File: config.mk
export PLATFORM = sky130hd
export DESIGN_NAME = io_controller
export DESIGN_NICKNAME = d
export VERILOG_FILES = /design/src/rtl/io_controller_pkg.sv /design/src/rtl/io_controller_debounce.sv /design/src/rtl/io_controller.sv
export SDC_FILE = /design/constraint.sdc
export NUM_CORES = 1
export LEC_CHECK = 0
export BUFFER_PORTS_ARGS = -buffer_cell sky130_fd_sc_hd__buf_4
export CELL_PAD_IN_SITES_DETAIL_PLACEMENT = 2
export CELL_PAD_IN_SITES_GLOBAL_PLACEMENT = 2
export CORE_MARGIN = 3
export CORE_UTILIZATION = 43
export DETAILED_ROUTE_END_ITERATION = 10
export PLACE_DENSITY = 0.92
export SETUP_SLACK_MARGIN = 0.4
export SLEW_MARGIN = 20
export SYNTH_ARGS = -nofsm -noshare
export SYNTH_HDL_FRONTEND = slang
export SYNTH_SLANG_ARGS = --single-unit
File: constraint.sdc
create_clock -name clk -period 3.15 [get_ports clk]
set_input_delay 0.4725 -clock clk [delete_from_list [all_inputs] [get_ports clk]]
set_output_delay 0.4725 -clock clk [all_outputs]
set_load 0.01 [all_outputs]
File: src/rtl/io_controller_pkg.sv
// io_controller_pkg: register map offsets and HEX register format for io_controller.
// Offsets are all-ones-relative: offset = ~address[ADDRESS_SIZE-3:0].
// Optional feature macro: HEX_DECODE_EN (HEX regs hold {blank, nibble} instead of raw segments).
package io_controller_pkg;

  localparam logic [1:0] IO_TAG = 2'b11;

  localparam int IO_LEDS      = 0;
  localparam int IO_SWITCHES  = 1;
  localparam int IO_BTN_STATE = 2;
  localparam int IO_BTN_EDGE  = 3;
  localparam int IO_HEX_BASE  = 4;

`ifdef HEX_DECODE_EN
  localparam int               HEX_W   = 5;
  localparam logic [HEX_W-1:0] HEX_RST = 5'h10;
`else
  localparam int               HEX_W   = 7;
  localparam logic [HEX_W-1:0] HEX_RST = 7'h00;
`endif

endpackage

File: src/rtl/io_controller_debounce.sv
// io_debounce: 2-FF synchroniser followed by a stability counter.
// The stable output follows the synchronised input only after it has
// differed from the current stable level for DEBOUNCE_CYCLES cycles.
module io_debounce #(
  parameter int DEBOUNCE_CYCLES = 50000
) (
  input  logic clk,
  input  logic reset_n,
  input  logic raw,
  output logic stable
);

  localparam int            CW = $clog2(DEBOUNCE_CYCLES);
  localparam logic [CW-1:0] TC = CW'(DEBOUNCE_CYCLES - 1);

  logic          r_sync1;
  logic          r_sync2;
  logic          r_stable;
  logic [CW-1:0] r_cnt;

  // Synchronise, count while the input disagrees with stable, commit at terminal count.
  always_ff @(posedge clk or negedge reset_n) begin
    if (!reset_n) begin
      r_sync1  <= 1'b0;
      r_sync2  <= 1'b0;
      r_stable <= 1'b0;
      r_cnt    <= '0;
    end else begin
      r_sync1 <= raw;
      r_sync2 <= r_sync1;
      if (r_sync2 == r_stable) begin
        r_cnt <= '0;
      end else if (r_cnt == TC) begin
        r_stable <= r_sync2;
        r_cnt    <= '0;
      end else begin
        r_cnt <= r_cnt + 1'b1;
      end
    end
  end

  assign stable = r_stable;

endmodule

File: src/rtl/io_controller.sv
// io_controller: memory-mapped LEDs, debounced switches/buttons, button press
// flags (write-1-to-clear) and seven-segment digits in the 2'b11 address region.
// Optional feature macro: HEX_DECODE_EN.
module io_controller
  import io_controller_pkg::*;
#(
  parameter int DATA_SIZE       = 16,
  parameter int ADDRESS_SIZE    = 12,
  parameter int NUM_LEDS        = 10,
  parameter int NUM_SWITCHES    = 10,
  parameter int NUM_BUTTONS     = 5,
  parameter int NUM_HEX         = 6,
  parameter int DEBOUNCE_CYCLES = 50000
) (
  input  logic                    clk,
  input  logic                    reset_n,
  input  logic [ADDRESS_SIZE-1:0] address,
  input  logic [DATA_SIZE-1:0]    writeData,
  input  logic                    we,
  input  logic [NUM_SWITCHES-1:0] switches,
  input  logic [NUM_BUTTONS-1:0]  pushButtons,
  output logic [DATA_SIZE-1:0]    out,
  output logic [NUM_LEDS-1:0]     leds,
  output logic [7*NUM_HEX-1:0]    hex
);

  localparam int                   OW       = ADDRESS_SIZE - 2;
  localparam logic [DATA_SIZE-1:0] LED_MASK = DATA_SIZE'({NUM_LEDS{1'b1}});
  localparam logic [DATA_SIZE-1:0] HEX_MASK = DATA_SIZE'({HEX_W{1'b1}});

  logic [OW-1:0]           w_off;
  logic                    w_in_io;
  logic [NUM_SWITCHES-1:0] w_sw_state;
  logic [NUM_BUTTONS-1:0]  w_btn_raw;
  logic [NUM_BUTTONS-1:0]  w_btn_state;
  logic [NUM_BUTTONS-1:0]  w_btn_rise;
  logic [NUM_BUTTONS-1:0]  w_edge_clr;
  logic [DATA_SIZE-1:0]    w_rdata;
  logic [DATA_SIZE-1:0]    w_wdata_rw;
  logic                    w_wr_rw;

  logic [NUM_LEDS-1:0]     r_leds;
  logic [NUM_BUTTONS-1:0]  r_btn_prev;
  logic [NUM_BUTTONS-1:0]  r_edge;
  logic [HEX_W-1:0]        r_hex [NUM_HEX];
  logic [DATA_SIZE-1:0]    r_out;

  assign w_off      = ~address[OW-1:0];
  assign w_in_io    = (address[ADDRESS_SIZE-1:ADDRESS_SIZE-2] == IO_TAG);
  assign w_btn_raw  = ~pushButtons;
  assign w_btn_rise = w_btn_state & ~r_btn_prev;

  genvar g;
  generate
    for (g = 0; g < NUM_SWITCHES; g++) begin : g_sw
      io_debounce #(.DEBOUNCE_CYCLES(DEBOUNCE_CYCLES)) u_db (
        .clk(clk), .reset_n(reset_n), .raw(switches[g]), .stable(w_sw_state[g])
      );
    end
    for (g = 0; g < NUM_BUTTONS; g++) begin : g_btn
      io_debounce #(.DEBOUNCE_CYCLES(DEBOUNCE_CYCLES)) u_db (
        .clk(clk), .reset_n(reset_n), .raw(w_btn_raw[g]), .stable(w_btn_state[g])
      );
    end
  endgenerate

  // Address decode: read mux, RW write detection and W1C clear mask.
  always_comb begin
    w_rdata    = '0;
    w_wr_rw    = 1'b0;
    w_wdata_rw = '0;
    w_edge_clr = '0;
    if (w_in_io) begin
      if (w_off == OW'(IO_LEDS)) begin
        w_rdata    = DATA_SIZE'(r_leds);
        w_wr_rw    = we;
        w_wdata_rw = writeData & LED_MASK;
      end else if (w_off == OW'(IO_SWITCHES)) begin
        w_rdata = DATA_SIZE'(w_sw_state);
      end else if (w_off == OW'(IO_BTN_STATE)) begin
        w_rdata = DATA_SIZE'(w_btn_state);
      end else if (w_off == OW'(IO_BTN_EDGE)) begin
        w_rdata = DATA_SIZE'(r_edge);
        if (we) w_edge_clr = writeData[NUM_BUTTONS-1:0];
      end
      for (int i = 0; i < NUM_HEX; i++) begin
        if (w_off == OW'(IO_HEX_BASE + i)) begin
          w_rdata    = DATA_SIZE'(r_hex[i]);
          w_wr_rw    = we;
          w_wdata_rw = writeData & HEX_MASK;
        end
      end
    end
  end

  // Register writes, registered read data, and sticky press flags (set beats clear).
  always_ff @(posedge clk or negedge reset_n) begin
    if (!reset_n) begin
      r_leds     <= '0;
      r_btn_prev <= '0;
      r_edge     <= '0;
      r_out      <= '0;
      for (int i = 0; i < NUM_HEX; i++) r_hex[i] <= HEX_RST;
    end else begin
      if (w_in_io && we && (w_off == OW'(IO_LEDS))) r_leds <= writeData[NUM_LEDS-1:0];
      for (int i = 0; i < NUM_HEX; i++) begin
        if (w_in_io && we && (w_off == OW'(IO_HEX_BASE + i))) r_hex[i] <= writeData[HEX_W-1:0];
      end
      r_out      <= w_wr_rw ? w_wdata_rw : w_rdata;
      r_btn_prev <= w_btn_state;
      r_edge     <= (r_edge & ~w_edge_clr) | w_btn_rise;
    end
  end

`ifdef HEX_DECODE_EN
  // Active-high segment pattern {g,f,e,d,c,b,a} for a hex nibble.
  function automatic logic [6:0] hex_seg(input logic [3:0] n);
    case (n)
      4'h0: hex_seg = 7'h3F;  4'h1: hex_seg = 7'h06;
      4'h2: hex_seg = 7'h5B;  4'h3: hex_seg = 7'h4F;
      4'h4: hex_seg = 7'h66;  4'h5: hex_seg = 7'h6D;
      4'h6: hex_seg = 7'h7D;  4'h7: hex_seg = 7'h07;
      4'h8: hex_seg = 7'h7F;  4'h9: hex_seg = 7'h6F;
      4'hA: hex_seg = 7'h77;  4'hB: hex_seg = 7'h7C;
      4'hC: hex_seg = 7'h39;  4'hD: hex_seg = 7'h5E;
      4'hE: hex_seg = 7'h79;  default: hex_seg = 7'h71;
    endcase
  endfunction

  generate
    for (g = 0; g < NUM_HEX; g++) begin : g_hex
      assign hex[7*g +: 7] = r_hex[g][4] ? 7'h7F : ~hex_seg(r_hex[g][3:0]);
    end
  endgenerate
`else
  generate
    for (g = 0; g < NUM_HEX; g++) begin : g_hex
      assign hex[7*g +: 7] = ~r_hex[g];
    end
  endgenerate
`endif

  assign out  = r_out;
  assign leds = r_leds;

endmodule
* Yosys cells after proc, flatten, opt, wreduce, memory -nomap -nowiden *
Index checks and enable logic that the tools add are counted.

storage, ports and cells
  register bits after elaboration = 363
  input port bits = 46
  output and inout bits = 68
  logic and storage cells = 241

cells by class
  add/sub/neg operators = 15
  eq/ne operators = 40
  multiplexer cells = 64
  bitwise gates (word level) = 28
  reduce and logical (&&, ||, !) cells = 24

operators by type and width
  cell                                                                    count
  16-bit 2-to-1 mux                                                       44
  16-bit by 1-bit adder with 16-bit output, second input constant         15
  16-bit equality test, second input constant                             15
  7-bit inverter                                                          6
  10-bit by 3-bit equality test with 1-bit output, second input constant  4
  10-bit 2-to-1 mux                                                       4
  5-bit 2-to-1 mux                                                        8
  2-bit AND reduction                                                     15
  10-bit by 2-bit equality test with 1-bit output, second input constant  2
  10-bit by 4-bit equality test with 1-bit output, second input constant  2
  1-bit equality test                                                     15
  1-bit inverter                                                          15
  5-bit inverter                                                          3
  5-bit bitwise AND                                                       2
  10-bit by 1-bit equality test with 1-bit output, second input constant  1
  10-bit zero test                                                        1
  10-bit inverter                                                         1
  1-bit logical AND                                                       8
  1-bit 2-to-1 mux                                                        8
  5-bit bitwise OR                                                        1
  2-bit equality test, second input constant                              1

* Depth between registers and ports, before layout *
Gate-level depths: netlist (run 1).

  depth after elaboration = 14
  mapped depth = 8
  depth with buffers taken out = 6

* Cells and area by module *
Synthesis (run 1) repeated with hierarchy kept, for this count alone.

second synthesis, totals
  cells, all modules = 1,598
  area, all modules = 17,106.4 µm²

modules (own cells, without submodules)
  module                           times used  cells each  area an instance (µm²)
  io_debounce (g_btn[0].u_db ...)  13          84          895.9
  io_controller                    1           335         3,649.8
  io_debounce (g_btn[1].u_db)      1           86          910.9
  io_debounce (g_sw[9].u_db)       1           85          899.6

* Worst setup path before layout (run 1) *
No wires, ideal clock.

  path type = input to register
  start point = in address[8]
  end point = reg r_hex[14] (netlist bit)
  library setup time = 0.125 ns
  data arrival time = 1.856 ns
  data required time = 3.025 ns
  slack = 1.169 ns
  stages on the path = 6
  buffers on the path = 2
  path through = nand4_1 or3_1 buf_2 or3_1 buf_6 mux2_4

between the ends
  longest elaborated chain between the ends = 3

ends and longest elaborated chain
  item                                             RTL line              text
  start: declaration                               io_controller.sv:17   input logic [ADDRESS_SIZE-1:0] address,
  10-bit inverter                                  io_controller.sv:48   assign w_off = ~address[OW-1:0];
  10-bit by 3-bit equality test with 1-bit output  io_controller.sv:107  if (w_in_io && we && (w_off == OW'(IO_HEX_BASE + i))) r_hex[i] <= writeData[HEX_W-1:0];
  1-bit logical AND                                io_controller.sv:107
  end signal: indexed assignment                   io_controller.sv:107
  end: declaration                                 io_controller.sv:45   logic [HEX_W-1:0] r_hex [NUM_HEX];

No other way between the ends.
A chain may end at the register's enable or synchronous reset.

* Final worst setup path (run 1) *
  start point = in address[0]
  end point = reg r_leds[4], in the netlist leds[4]

between the ends
  longest elaborated chain between the ends = 3

ends and longest elaborated chain
  item                    RTL line              text
  10-bit inverter         io_controller.sv:48
  10-bit zero test        io_controller.sv:105  if (w_in_io && we && (w_off == OW'(IO_LEDS))) r_leds <= writeData[NUM_LEDS-1:0];
  1-bit logical AND       io_controller.sv:105
  end signal: assignment  io_controller.sv:105
  end: declaration        io_controller.sv:42   logic [NUM_LEDS-1:0] r_leds;

No other way between the ends.

==> results.sh, run 1 <==
export IMPL_mappedNetlistArea_sq_um=16350
export IMPL_synth_enable_flop_cells=0
export IMPL_largest_family_of_logic_cells_by_synthesized_area="simple AND/OR/NAND/NOR gates"
export IMPL_slew_headroom=0.4554
export IMPL_tightestPinTransition_ns=0.8168
export IMPL_clock_root_buffer="sky130_fd_sc_hd__clkbuf_16"
export IMPL_floorplan_die_width_um=201.0
export IMPL_gr_max_usage_layer="met2"
export IMPL_cpMaxStageDelayCell="sky130_fd_sc_hd__or3_1"
export IMPL_first_iter_violations=749
export IMPL_netSwitchingFraction=0.2426
export IMPL_arrival_ns=2.54
export IMPL_postRouteWirelength_mm=58.71
export IMPL_netlist_cell_type_count=52
export IMPL_ctsHtreeMaxLevel=2
export IMPL_total_leakage_power_nw=8.496
export IMPL_start_util=0.4413
export IMPL_final_fill_count=3760
export IMPL_detail_route_wl_per_cell_um=26.00
export IMPL_sum_neg_setup_slack_ns=0
export IMPL_use_met1=0.3406
export IMPL_setup_repair_after_global_routing_missed_its_margin="false"
export IMPL_timing_hold_ws_ns=0.02222
export IMPL_most_common_cell_after_layout_fill_and_taps_aside="sky130_fd_sc_hd__dfrtp_1"
export IMPL_clock_tree_from_tritoncts="yes"
export IMPL_register_to_register_setup_slack_ns=1.14
export IMPL_gr_usage_met2=0.5249
export IMPL_net_switching_power_mw=2.381
export IMPL_finalHoldViolCount=0
export IMPL_area_growth_syn_to_layout_pct=16.13
export IMPL_max_freq_mhz=475.7
export IMPL_p_comb_frac=0.044
export IMPL_std_cell_rows=70
export IMPL_period_needed_ns=2.102
export IMPL_via_count_of_the_first_global_routing_pass=14988
export IMPL_number_of_cells_in_the_design_after_placement=2180
export IMPL_seq_power_share=0.481
export IMPL_design_power_mw=9.814
export IMPL_layout_cells_non_filler=2258
export IMPL_detailedPlacementHpwl_mm=36.23
export IMPL_grt_util_all_layers=0.2933
export IMPL_crit_family="simple AND/OR/NAND/NOR gates"
export IMPL_global_route_usage_met3=0.05108
export IMPL_critical_path_depth_in_cells=5
export IMPL_post_synth_fa_ha_maj_area_fraction=0.01148
export IMPL_worst_setup_path_end_kind="register"
export IMPL_port_buffer_count=101
export IMPL_grt_max_degree=77
export IMPL_critical_path_reg2reg_endpoint="g_sw[3].u_db.r_cnt[13]"
export IMPL_min_path_type="in2reg"
export IMPL_synth_yosys_warnings=0
export IMPL_r2r_start="g_sw[3].u_db.r_cnt[10]"
export IMPL_cts_resized=0
export IMPL_timing_final_max_slew_violations=0
export IMPL_multiInputGateArea_sq_um=6820
export IMPL_finalWeightedCongestion=0.8065
export IMPL_critPathMaxStageDelay_ns=0.69
export IMPL_max_vdd_ir_drop_mv=0.4001
export IMPL_worst_path_max_fanout=32
export IMPL_share_clk_of_total_power=0.475
export IMPL_power_report_internal_total_mw=7.433
export IMPL_portion_of_the_post_synthesis_area_used_by_sequential_elements=0.5465
export IMPL_synthArstFlopShare=1.000
export IMPL_worstPathBufferInverterCount=1
export IMPL_synth_compound_area_frac=0.03023
export IMPL_clock_transition_at_the_register_clock_pins_on_the_worst_setup_and_hold_paths_after_cts_ns=0.06
export IMPL_detailroute_via_count=12687
export IMPL_die_y_um=201.0
export IMPL_drt_pass1_iterations=5
export IMPL_ys_seq_elements=357
export IMPL_crit_path_start_kind="input port"
export IMPL_clk_insertion_delay_late_ns=0.57
export IMPL_maxCapViolCount=0
export IMPL_io_pin_count=114
export IMPL_grt_first_pass_wirelength_mm=92.61
export IMPL_finalSetupViolCount=0
export IMPL_core_area_sq_um=37050
export IMPL_sequential_cell_area_sq_um=8934
export IMPL_fraction_of_final_layout_cells_sized_beyond_drive_strength_1=0.1318
export IMPL_die_area_sq_um=40400
export IMPL_numCtsBuffers=41
export IMPL_cts_root_to_sink_buffers=3
export IMPL_fin_util=0.5124
export IMPL_outcome="finished, final reports clean"
export IMPL_post_route_period_util=0.6674
export IMPL_hold_path_end="g_sw[3].u_db.r_sync1"
export IMPL_global_route_overflow_total=0
export IMPL_grt_antenna_before_repair=5
export IMPL_post_cts_setup_buffer_count=0
export IMPL_post_cts_hold_fix_bufs=7
export IMPL_netlist_instances=1604
export IMPL_hold_path_startpoint="switches[3]"
export IMPL_hold_path_cell_count=1
export IMPL_synth_avg_cell_area_sq_um=10.19
export IMPL_ant_nets=0
export IMPL_synthSimpleGateAreaFrac=0.2019
export IMPL_post_synth_mux_area_share=0.05135
export IMPL_required_ns=3.59
export IMPL_clock_sinks=357
export IMPL_viasPerCell=5.619
export IMPL_clock_skew_ns=0.01950
export IMPL_drc_errors=0
export IMPL_synth_xor_area_frac=0.1205
export IMPL_cell_by_cell_trace_of_the_critical_path="buf_4 -> and2_0 -> nand2_1 -> or3_1 -> mux2_4"
export IMPL_ff2ff_path_depth=4
export IMPL_critPathKind="in2reg"
export IMPL_synth_flop_cell="sky130_fd_sc_hd__dfrtp_1"
export IMPL_layout_nets=1787
export IMPL_power_density_nw_per_um2=516.9
export IMPL_most_common_layout_cells="sky130_fd_sc_hd__dfrtp_1, sky130_fd_sc_hd__nor2_1, sky130_fd_sc_hd__xnor2_1"
## final cells by class
cell class                 instances  area share
sequential                       357      0.4706
multi-input combinational       1102      0.3593
clock buffer                      61     0.06169
timing repair buffer             117     0.05022
tap                              504     0.03322
inverter                         107     0.02116
clock inverter                     8    0.003625
antenna                            2   0.0002636
## worst max path at each step
stage	start	to	slack, ns
after global placement	address[8]	leds[9]	0.67
after global routing	address[0]	leds[7]	0.99
after detailed placement	address[8]	leds[3]	0.61
after CTS	address[0]	leds[4]	1.12
after floorplan	address[8]	r_hex[14]	1.17
final	address[0]	leds[4]	1.05
## synthesized netlist by cell type (10+ instances only)
cell type,count,area (sq um)
sky130_fd_sc_hd__xor2_1,56,490.5
sky130_fd_sc_hd__ha_1,15,187.7
sky130_fd_sc_hd__dfrtp_1,357,8934
sky130_fd_sc_hd__o21ai_0,22,110.1
sky130_fd_sc_hd__and3_1,65,406.6
sky130_fd_sc_hd__nor3_1,75,375.4
sky130_fd_sc_hd__mux2_4,24,360.4
sky130_fd_sc_hd__or3_1,20,125.1
sky130_fd_sc_hd__inv_1,106,397.9
sky130_fd_sc_hd__clkbuf_1,25,93.84
sky130_fd_sc_hd__mux2_2,31,349.1
sky130_fd_sc_hd__a21oi_1,10,50.05
sky130_fd_sc_hd__xnor2_1,169,1480
sky130_fd_sc_hd__nand2_1,117,439.2
sky130_fd_sc_hd__nor2_1,310,1164
sky130_fd_sc_hd__nand4_1,33,206.5
sky130_fd_sc_hd__nand3_1,69,345.3
sky130_fd_sc_hd__nor4b_1,15,131.4
## power by group through the flow
stage | combinational, mW | sequential [mW] | clock (mW)
after floorplan | 0.182 | 4.77 | 0
after global placement | 0.377 | 4.78 | 0
after detailed placement | 0.411 | 4.79 | 0
after CTS | 0.440 | 4.72 | 4.75
after global routing | 0.479 | 4.72 | 4.93
final | 0.436 | 4.72 | 4.66
## worst register-to-register path: cells and delay by family, from the launching register on
family           cells  cell delay, ns
and+or+nand+nor      4            1.41
DFF                  1            0.44
## metal layers
| layer | part of all wire | up-vias | wire length (um) |
|---|---|---|---|
| li1 | - | 5516 | - |
| met1 | 0.39 | 6685 | 22840 |
| met2 | 0.52 | 325 | 30480 |
| met3 | 0.042 | 155 | 2467 |
| met4 | 0.049 | 6 | 2871 |
| met5 | 0.00077 | - | 45 |
## logic make-up (layout without fill, tap and decap cells)
kind of cell / after synthesis / in the layout
simple gates: 720 / 720
mux: 63 / 63
flops: 357 / 357
fa+ha+maj: 15 / 15
xor+xnor: 225 / 225
other cells: 1 / 8
compound gates: 73 / 73
buf+inv: 150 / 293
## flip-flops by register name, summed over array words and instances (netlist names), 10 cells and up
signal,flops
g_sw.u_db.r_sync2,10
g_btn.u_db.r_cnt,80
out,10
g_sw.u_db.r_sync1,10
r_hex,42
g_sw.u_db.r_cnt,160
g_sw.u_db.stable,10
leds,10
## stage by stage
| stage | area, sq um | setup WS [ns] |
|---|---|---|
| 2_1_floorplan | 16370 | 1.169 |
| 3_3_place_gp | 17670 | 0.6730 |
| 3_5_place_dp | 17670 | 0.6105 |
| 4_1_cts | 18980 | 1.119 |
| 5_1_grt | 18980 | 0.9912 |
| 6_report | 18980 | 1.048 |
(Power assumes the default switching activity.)
==> run 2: changes to the inputs <==
CORE_UTILIZATION = 36   (was 43)
PLACE_DENSITY = 0.82   (was 0.92)
clock period = 1.85 ns   (was 3.15 ns; I/O delays follow)
==> results.sh, run 2 (synthesized netlist as in run 1, its figures left out) <==
export IMPL_tightestPinTransition_ns=0.6670
export IMPL_most_common_cell_after_layout_fill_and_taps_aside="sky130_fd_sc_hd__buf_4"
export IMPL_sum_neg_setup_slack_ns=-4.858
export IMPL_grt_antenna_before_repair=8
export IMPL_clock_skew_ns=0.03412
export IMPL_critical_path_reg2reg_endpoint="g_sw[7].u_db.r_cnt[10]"
export IMPL_layout_cells_non_filler=2668
export IMPL_critPathMaxStageDelay_ns=0.45
export IMPL_detailedPlacementHpwl_mm=34.94
export IMPL_r2r_start="g_sw[7].u_db.r_cnt[14]"
export IMPL_final_design_area_excluding_fillers_sq_um=25800
export IMPL_layout_nets=2102
export IMPL_detailroute_via_count=16008
export IMPL_first_iter_violations=1341
export IMPL_most_common_layout_cells="sky130_fd_sc_hd__buf_4, sky130_fd_sc_hd__dfrtp_1, sky130_fd_sc_hd__nor2_4"
export IMPL_via_count_of_the_first_global_routing_pass=16454
export IMPL_worstPathBufferInverterCount=1
export IMPL_area_growth_syn_to_layout_pct=57.81
export IMPL_arrival_ns=2.54
export IMPL_largestRegisters="g_sw.u_db.r_cnt x160, g_btn.u_db.r_cnt x80, r_hex x42"
export IMPL_final_fill_count=4091
export IMPL_viasPerCell=6.000
export IMPL_clock_transition_at_the_register_clock_pins_on_the_worst_setup_and_hold_paths_after_cts_ns=0.07
export IMPL_register_to_register_setup_slack_ns=-0.20
export IMPL_max_freq_mhz=486.7
export IMPL_core_area_sq_um=44510
export IMPL_slew_headroom=0.5553
export IMPL_setup_slack_of_the_critical_path_after_layout_ns=-0.2047
export IMPL_die_y_um=219.1
export IMPL_setup_repair_after_global_routing_missed_its_margin="true"
export IMPL_required_ns=2.34
export IMPL_flip_flop_count_of_the_largest_register_after_layout=160
export IMPL_period_needed_ns=2.055
export IMPL_outcome="finished, violations left"
export IMPL_io_pin_count=114
export IMPL_largest_register="g_sw.u_db.r_cnt"
export IMPL_global_route_overflow_total=0
export IMPL_finalWeightedCongestion=0.8107
export IMPL_maxCapViolCount=0
export IMPL_hold_path_end="r_hex[2]"
export IMPL_post_route_period_util=1.111
export IMPL_min_path_type="in2reg"
export IMPL_dpl_cell_area_sq_um=18200
export IMPL_detail_route_wl_per_cell_um=38.85
export IMPL_hold_path_startpoint="writeData[2]"
export IMPL_ctsHtreeMaxLevel=2
export IMPL_sequential_cell_area_sq_um=9012
export IMPL_timing_final_max_slew_violations=0
export IMPL_crit_family="simple AND/OR/NAND/NOR gates"
export IMPL_std_cell_rows=77
export IMPL_numCtsBuffers=42
export IMPL_drt_pass1_iterations=5
export IMPL_max_vdd_ir_drop_mv=1.607
export IMPL_grt_first_pass_wirelength_mm=108.1
export IMPL_clock_root_buffer="sky130_fd_sc_hd__clkbuf_16"
export IMPL_grt_max_degree=68
export IMPL_floorplan_die_width_um=219.1
export IMPL_power_density_nw_per_um2=731.4
export IMPL_drc_errors=0
export IMPL_cell_by_cell_trace_of_the_critical_path="nand2_1 -> nor3_1 -> nand4_1 -> nand2_2 -> clkbuf_16 -> nor2_2"
export IMPL_worst_setup_path_end_kind="register"
export IMPL_critPathKind="reg2reg"
export IMPL_finalSetupViolCount=63
export IMPL_cts_root_to_sink_buffers=3
export IMPL_grt_util_all_layers=0.2980
export IMPL_ff2ff_path_depth=6
export IMPL_clock_tree_from_tritoncts="yes"
export IMPL_die_area_sq_um=48000
export IMPL_clock_sinks=357
export IMPL_crit_path_start_kind="register"
export IMPL_timing_hold_ws_ns=0.04362
export IMPL_postRouteWirelength_mm=103.7
export IMPL_number_of_cells_in_the_design_after_placement=2317
export IMPL_failed_checks="negative setup slack"
export IMPL_port_buffer_count=101
export IMPL_total_leakage_power_nw=10.79
export IMPL_clk_insertion_delay_late_ns=0.63
export IMPL_fraction_of_final_layout_cells_sized_beyond_drive_strength_1=0.5626
export IMPL_finalHoldViolCount=0
export IMPL_start_util=0.3673
export IMPL_hold_path_cell_count=3
export IMPL_worst_path_max_fanout=7
export IMPL_ant_nets=0
export IMPL_cpMaxStageDelayCell="sky130_fd_sc_hd__dfrtp_1"
export IMPL_multiInputGateArea_sq_um=10300
[run 2: cell count changes in the layout (fill, tap and decap cells not counted), sizes merged]
| cell | previous run | this run |
|---|---|---|
| dlygate4sd3 | 7 | 19 |
| diode | 2 | 7 |
| clkinv | 6 | 5 |
| inv | 108 | 107 |
| clkbuf | 61 | 68 |
| buf | 110 | 410 |
[run 2: per-stage QoR]
stage	setup WS [ns]	power, mW	utilization
final	-0.2047	18.87	0.5796
after global routing	-0.1874	19.15	0.5794
after CTS	0.2700	17.54	0.5033
after detailed placement	-0.1590	8.934	0.4088
after global placement	-0.08096	8.875	0.4088
after floorplan	0.1441	8.449	-
[run 2: layout make-up]
class / count / share of cell area
multi-input cells: 1102 / 0.3991
flip-flops and latches: 357 / 0.3493
repair buffers: 431 / 0.1539
clock buffers: 66 / 0.05058
well taps: 592 / 0.02871
inverters: 107 / 0.01557
clock inverters: 6 / 0.002134
diodes: 7 / 0.0006790
[run 2: routing by layer]
layer	vias to the layer above	global-route usage	routed length, um
met3	526	0.05234	6684
met1	8390	0.3376	36060
li1	6164	-	-
met5	-	0	27
met4	4	0.1298	9267
met2	924	0.5483	51610
[run 2: worst max-delay path by stage]
stage,endpoint,slack (ns),start,depth (start not counted)
after floorplan,leds[0],0.14,address[10],6
after global placement,leds[0],-0.08,address[10],6
after detailed placement,r_hex[38],-0.16,address[8],7
after CTS,out[3],0.27,g_btn[3].u_db.stable,5
after global routing,g_sw[7].u_db.r_cnt[10],-0.19,g_sw[7].u_db.r_cnt[14],6
final,g_sw[7].u_db.r_cnt[10],-0.20,g_sw[7].u_db.r_cnt[14],6
[run 2: worst register-to-register path: stages, from the launching register on]
cell and delay, ns:
sky130_fd_sc_hd__dfrtp_1 0.45, sky130_fd_sc_hd__nand2_1 0.16, sky130_fd_sc_hd__nor3_1 0.36, sky130_fd_sc_hd__nand4_1 0.36, sky130_fd_sc_hd__nand2_2 0.30, sky130_fd_sc_hd__clkbuf_16 0.23, sky130_fd_sc_hd__nor2_2 0.07
[run 2: what timing repair did]
action                                 4_1_cts  5_1_grt
hold buffers                                19        0
setup endpoints to repair                  296      360
setup buffers                              102      138
gates resized for setup                    497      567
cloned                                       9        4
pin swaps                                  176      194
endpoints found under the hold margin      229        0
[run 2: report_power, final]
group / total [mW] / switching [mW] / internal, mW
registers: 8.08 / 0.159 / 7.92
clock network: 9.25 / 4.27 / 4.98
logic: 1.54 / 0.950 / 0.594
==> run 3: changes to the inputs <==
PLACE_DENSITY = not set   (was 0.82)
PLACE_DENSITY_LB_ADDON = 0.1   (was not set)
==> results.sh, run 3 (synthesized netlist as in run 1, its figures left out) <==
export IMPL_postRouteWirelength_mm=63.51
export IMPL_die_area_sq_um=48000
export IMPL_finalSetupViolCount=0
export IMPL_start_util=0.3673
export IMPL_most_common_cell_after_layout_fill_and_taps_aside="sky130_fd_sc_hd__dfrtp_1"
export IMPL_setup_slack_of_the_critical_path_after_layout_ns=0.1594
export IMPL_final_design_area_excluding_fillers_sq_um=24700
export IMPL_outcome="finished, final reports clean"
export IMPL_total_leakage_power_nw=10.40
export IMPL_grt_antenna_before_repair=3
export IMPL_largest_register="g_sw.u_db.r_cnt"
export IMPL_clock_tree_from_tritoncts="yes"
export IMPL_std_cell_rows=77
export IMPL_core_area_sq_um=44510
export IMPL_min_path_type="in2reg"
export IMPL_flip_flop_count_of_the_largest_register_after_layout=160
export IMPL_clk_insertion_delay_late_ns=0.57
export IMPL_via_count_of_the_first_global_routing_pass=14527
export IMPL_timing_final_max_slew_violations=0
export IMPL_arrival_ns=2.13
export IMPL_ctsHtreeMaxLevel=2
export IMPL_largestRegisters="g_sw.u_db.r_cnt x160, g_btn.u_db.r_cnt x80, r_hex x42"
export IMPL_power_density_nw_per_um2=745.3
export IMPL_post_route_period_util=0.9139
export IMPL_setup_repair_after_global_routing_missed_its_margin="true"
export IMPL_required_ns=2.29
export IMPL_first_iter_violations=627
export IMPL_maxCapViolCount=0
export IMPL_grt_util_all_layers=0.2158
export IMPL_port_buffer_count=101
export IMPL_cts_root_to_sink_buffers=3
export IMPL_area_growth_syn_to_layout_pct=51.06
export IMPL_finalHoldViolCount=0
export IMPL_floorplan_die_width_um=219.1
export IMPL_max_vdd_ir_drop_mv=0.6150
export IMPL_ant_nets=0
export IMPL_final_fill_count=4182
export IMPL_detailedPlacementHpwl_mm=32.02
export IMPL_viasPerCell=5.133
export IMPL_clock_root_buffer="sky130_fd_sc_hd__clkbuf_16"
export IMPL_detailroute_via_count=13449
export IMPL_drc_errors=0
export IMPL_period_needed_ns=1.691
export IMPL_sum_neg_setup_slack_ns=0
export IMPL_clock_sinks=357
export IMPL_max_freq_mhz=591.5
export IMPL_grt_first_pass_wirelength_mm=82.14
export IMPL_grt_max_degree=85
export IMPL_tightestPinTransition_ns=0.5336
export IMPL_worst_path_max_fanout=3
export IMPL_global_route_overflow_total=0
export IMPL_clock_transition_at_the_register_clock_pins_on_the_worst_setup_and_hold_paths_after_cts_ns=0.06
export IMPL_drt_pass1_iterations=6
export IMPL_dpl_cell_area_sq_um=18210
export IMPL_critPathKind="reg2reg"
export IMPL_fraction_of_final_layout_cells_sized_beyond_drive_strength_1=0.4879
export IMPL_die_y_um=219.1
export IMPL_numCtsBuffers=42
export IMPL_worst_setup_path_end_kind="register"
export IMPL_most_common_layout_cells="sky130_fd_sc_hd__dfrtp_1, sky130_fd_sc_hd__buf_4, sky130_fd_sc_hd__nor2_4"
export IMPL_io_pin_count=114
export IMPL_crit_path_start_kind="register"
export IMPL_clock_skew_ns=0.01420
export IMPL_layout_nets=2055
export IMPL_dpl_worst_slack_ns=-0.1813
export IMPL_slew_headroom=0.6443
export IMPL_finalWeightedCongestion=0.7920
export IMPL_detail_route_wl_per_cell_um=24.24
## run 3: changes by cell type in the layout (fill, tap and decap cells not counted), moves of 12 or more
cell                      previous run  this run
sky130_fd_sc_hd__dfrtp_1           294       330
sky130_fd_sc_hd__nor2_4            190       156
sky130_fd_sc_hd__nor3_4             38        23
sky130_fd_sc_hd__xnor2_2            48        34
sky130_fd_sc_hd__nor2_1             60       106
sky130_fd_sc_hd__and3_4             42        30
sky130_fd_sc_hd__xnor2_1           119       135
sky130_fd_sc_hd__nor2_2             60        48
sky130_fd_sc_hd__nor3_2             12        25
sky130_fd_sc_hd__dfrtp_2            63        27
sky130_fd_sc_hd__and3_1             17        29
sky130_fd_sc_hd__buf_4             314       273
## run 3: repair_timing
action | 4_1_cts | 5_1_grt
gates resized for setup | 313 | 522
cloned | 10 | 3
buffers inserted | 98 | 96
hold endpoints to repair | 314 | 0
pin swaps | 73 | 223
endpoints found under the setup margin | 296 | 303
hold buffers | 20 | 0
## run 3: cell type report
cell class | instances | area [sq um] | share of cell area
multi-input cells | 1102 | 9525 | 0.3857
flip-flops and latches | 357 | 8967 | 0.3631
repair buffers | 384 | 3570 | 0.1445
clock buffers | 56 | 1227 | 0.04970
well taps | 592 | 740.7 | 0.02999
inverters | 107 | 404.1 | 0.01636
clock inverters | 19 | 254.0 | 0.01028
diodes | 3 | 7.507 | 0.0003040
## run 3: critical path: stages, from the launching register on
cell and delay [ns]:
sky130_fd_sc_hd__dfrtp_1 0.43, sky130_fd_sc_hd__nor4b_1 0.38, sky130_fd_sc_hd__nand4_1 0.28, sky130_fd_sc_hd__buf_4 0.23, sky130_fd_sc_hd__mux2_2 0.26
## run 3: metrics by stage
step	power (mW)	hold slack (ns)	std cells	util
after detailed placement	8.927	0.1272	2315	0.4092
after global routing	19.03	0.03654	2619	0.5548
after global placement	8.896	0.1291	2315	0.4092
after CTS	18.15	0.005798	2518	0.4895
after floorplan	8.449	-0.01809	1609	-
final	18.41	0.04710	2620	0.5548
## run 3: routing by layer
metal,share of wire,vias up,global-route usage
met5,0.00027,-,0
met4,0.025,2,0.05876
met3,0.035,103,0.03822
met2,0.53,215,0.3718
met1,0.40,7071,0.2802
li1,-,6058,-
## run 3: path summary, 6_finish.rpt
kind | startpoint | end | slack, ns | cells past startpoint
min in group asynchronous | reset_n | g_sw[8].u_db.r_cnt[12] | 0.15 | 2
worst max register to register | g_sw[3].u_db.r_cnt[10] | g_sw[3].u_db.stable | 0.16 | 4
worst min register to register | g_btn[2].u_db.r_sync1 | g_btn[2].u_db.r_sync2 | 0.35 | 0
worst min-delay path | writeData[5] | out[5] | 0.05 | 3
max in group asynchronous | reset_n | g_btn[0].u_db.r_cnt[4] | 0.89 | 3
worst max-delay path | g_sw[3].u_db.r_cnt[10] | g_sw[3].u_db.stable | 0.16 | 4
## run 3: power breakdown
group          internal (mW)  total (mW)  leakage, nW  switching (mW)
combinational          0.533        1.27         4.90           0.736
sequential              7.93        8.04         4.76           0.112
clock                   5.50        9.10        0.732            3.60
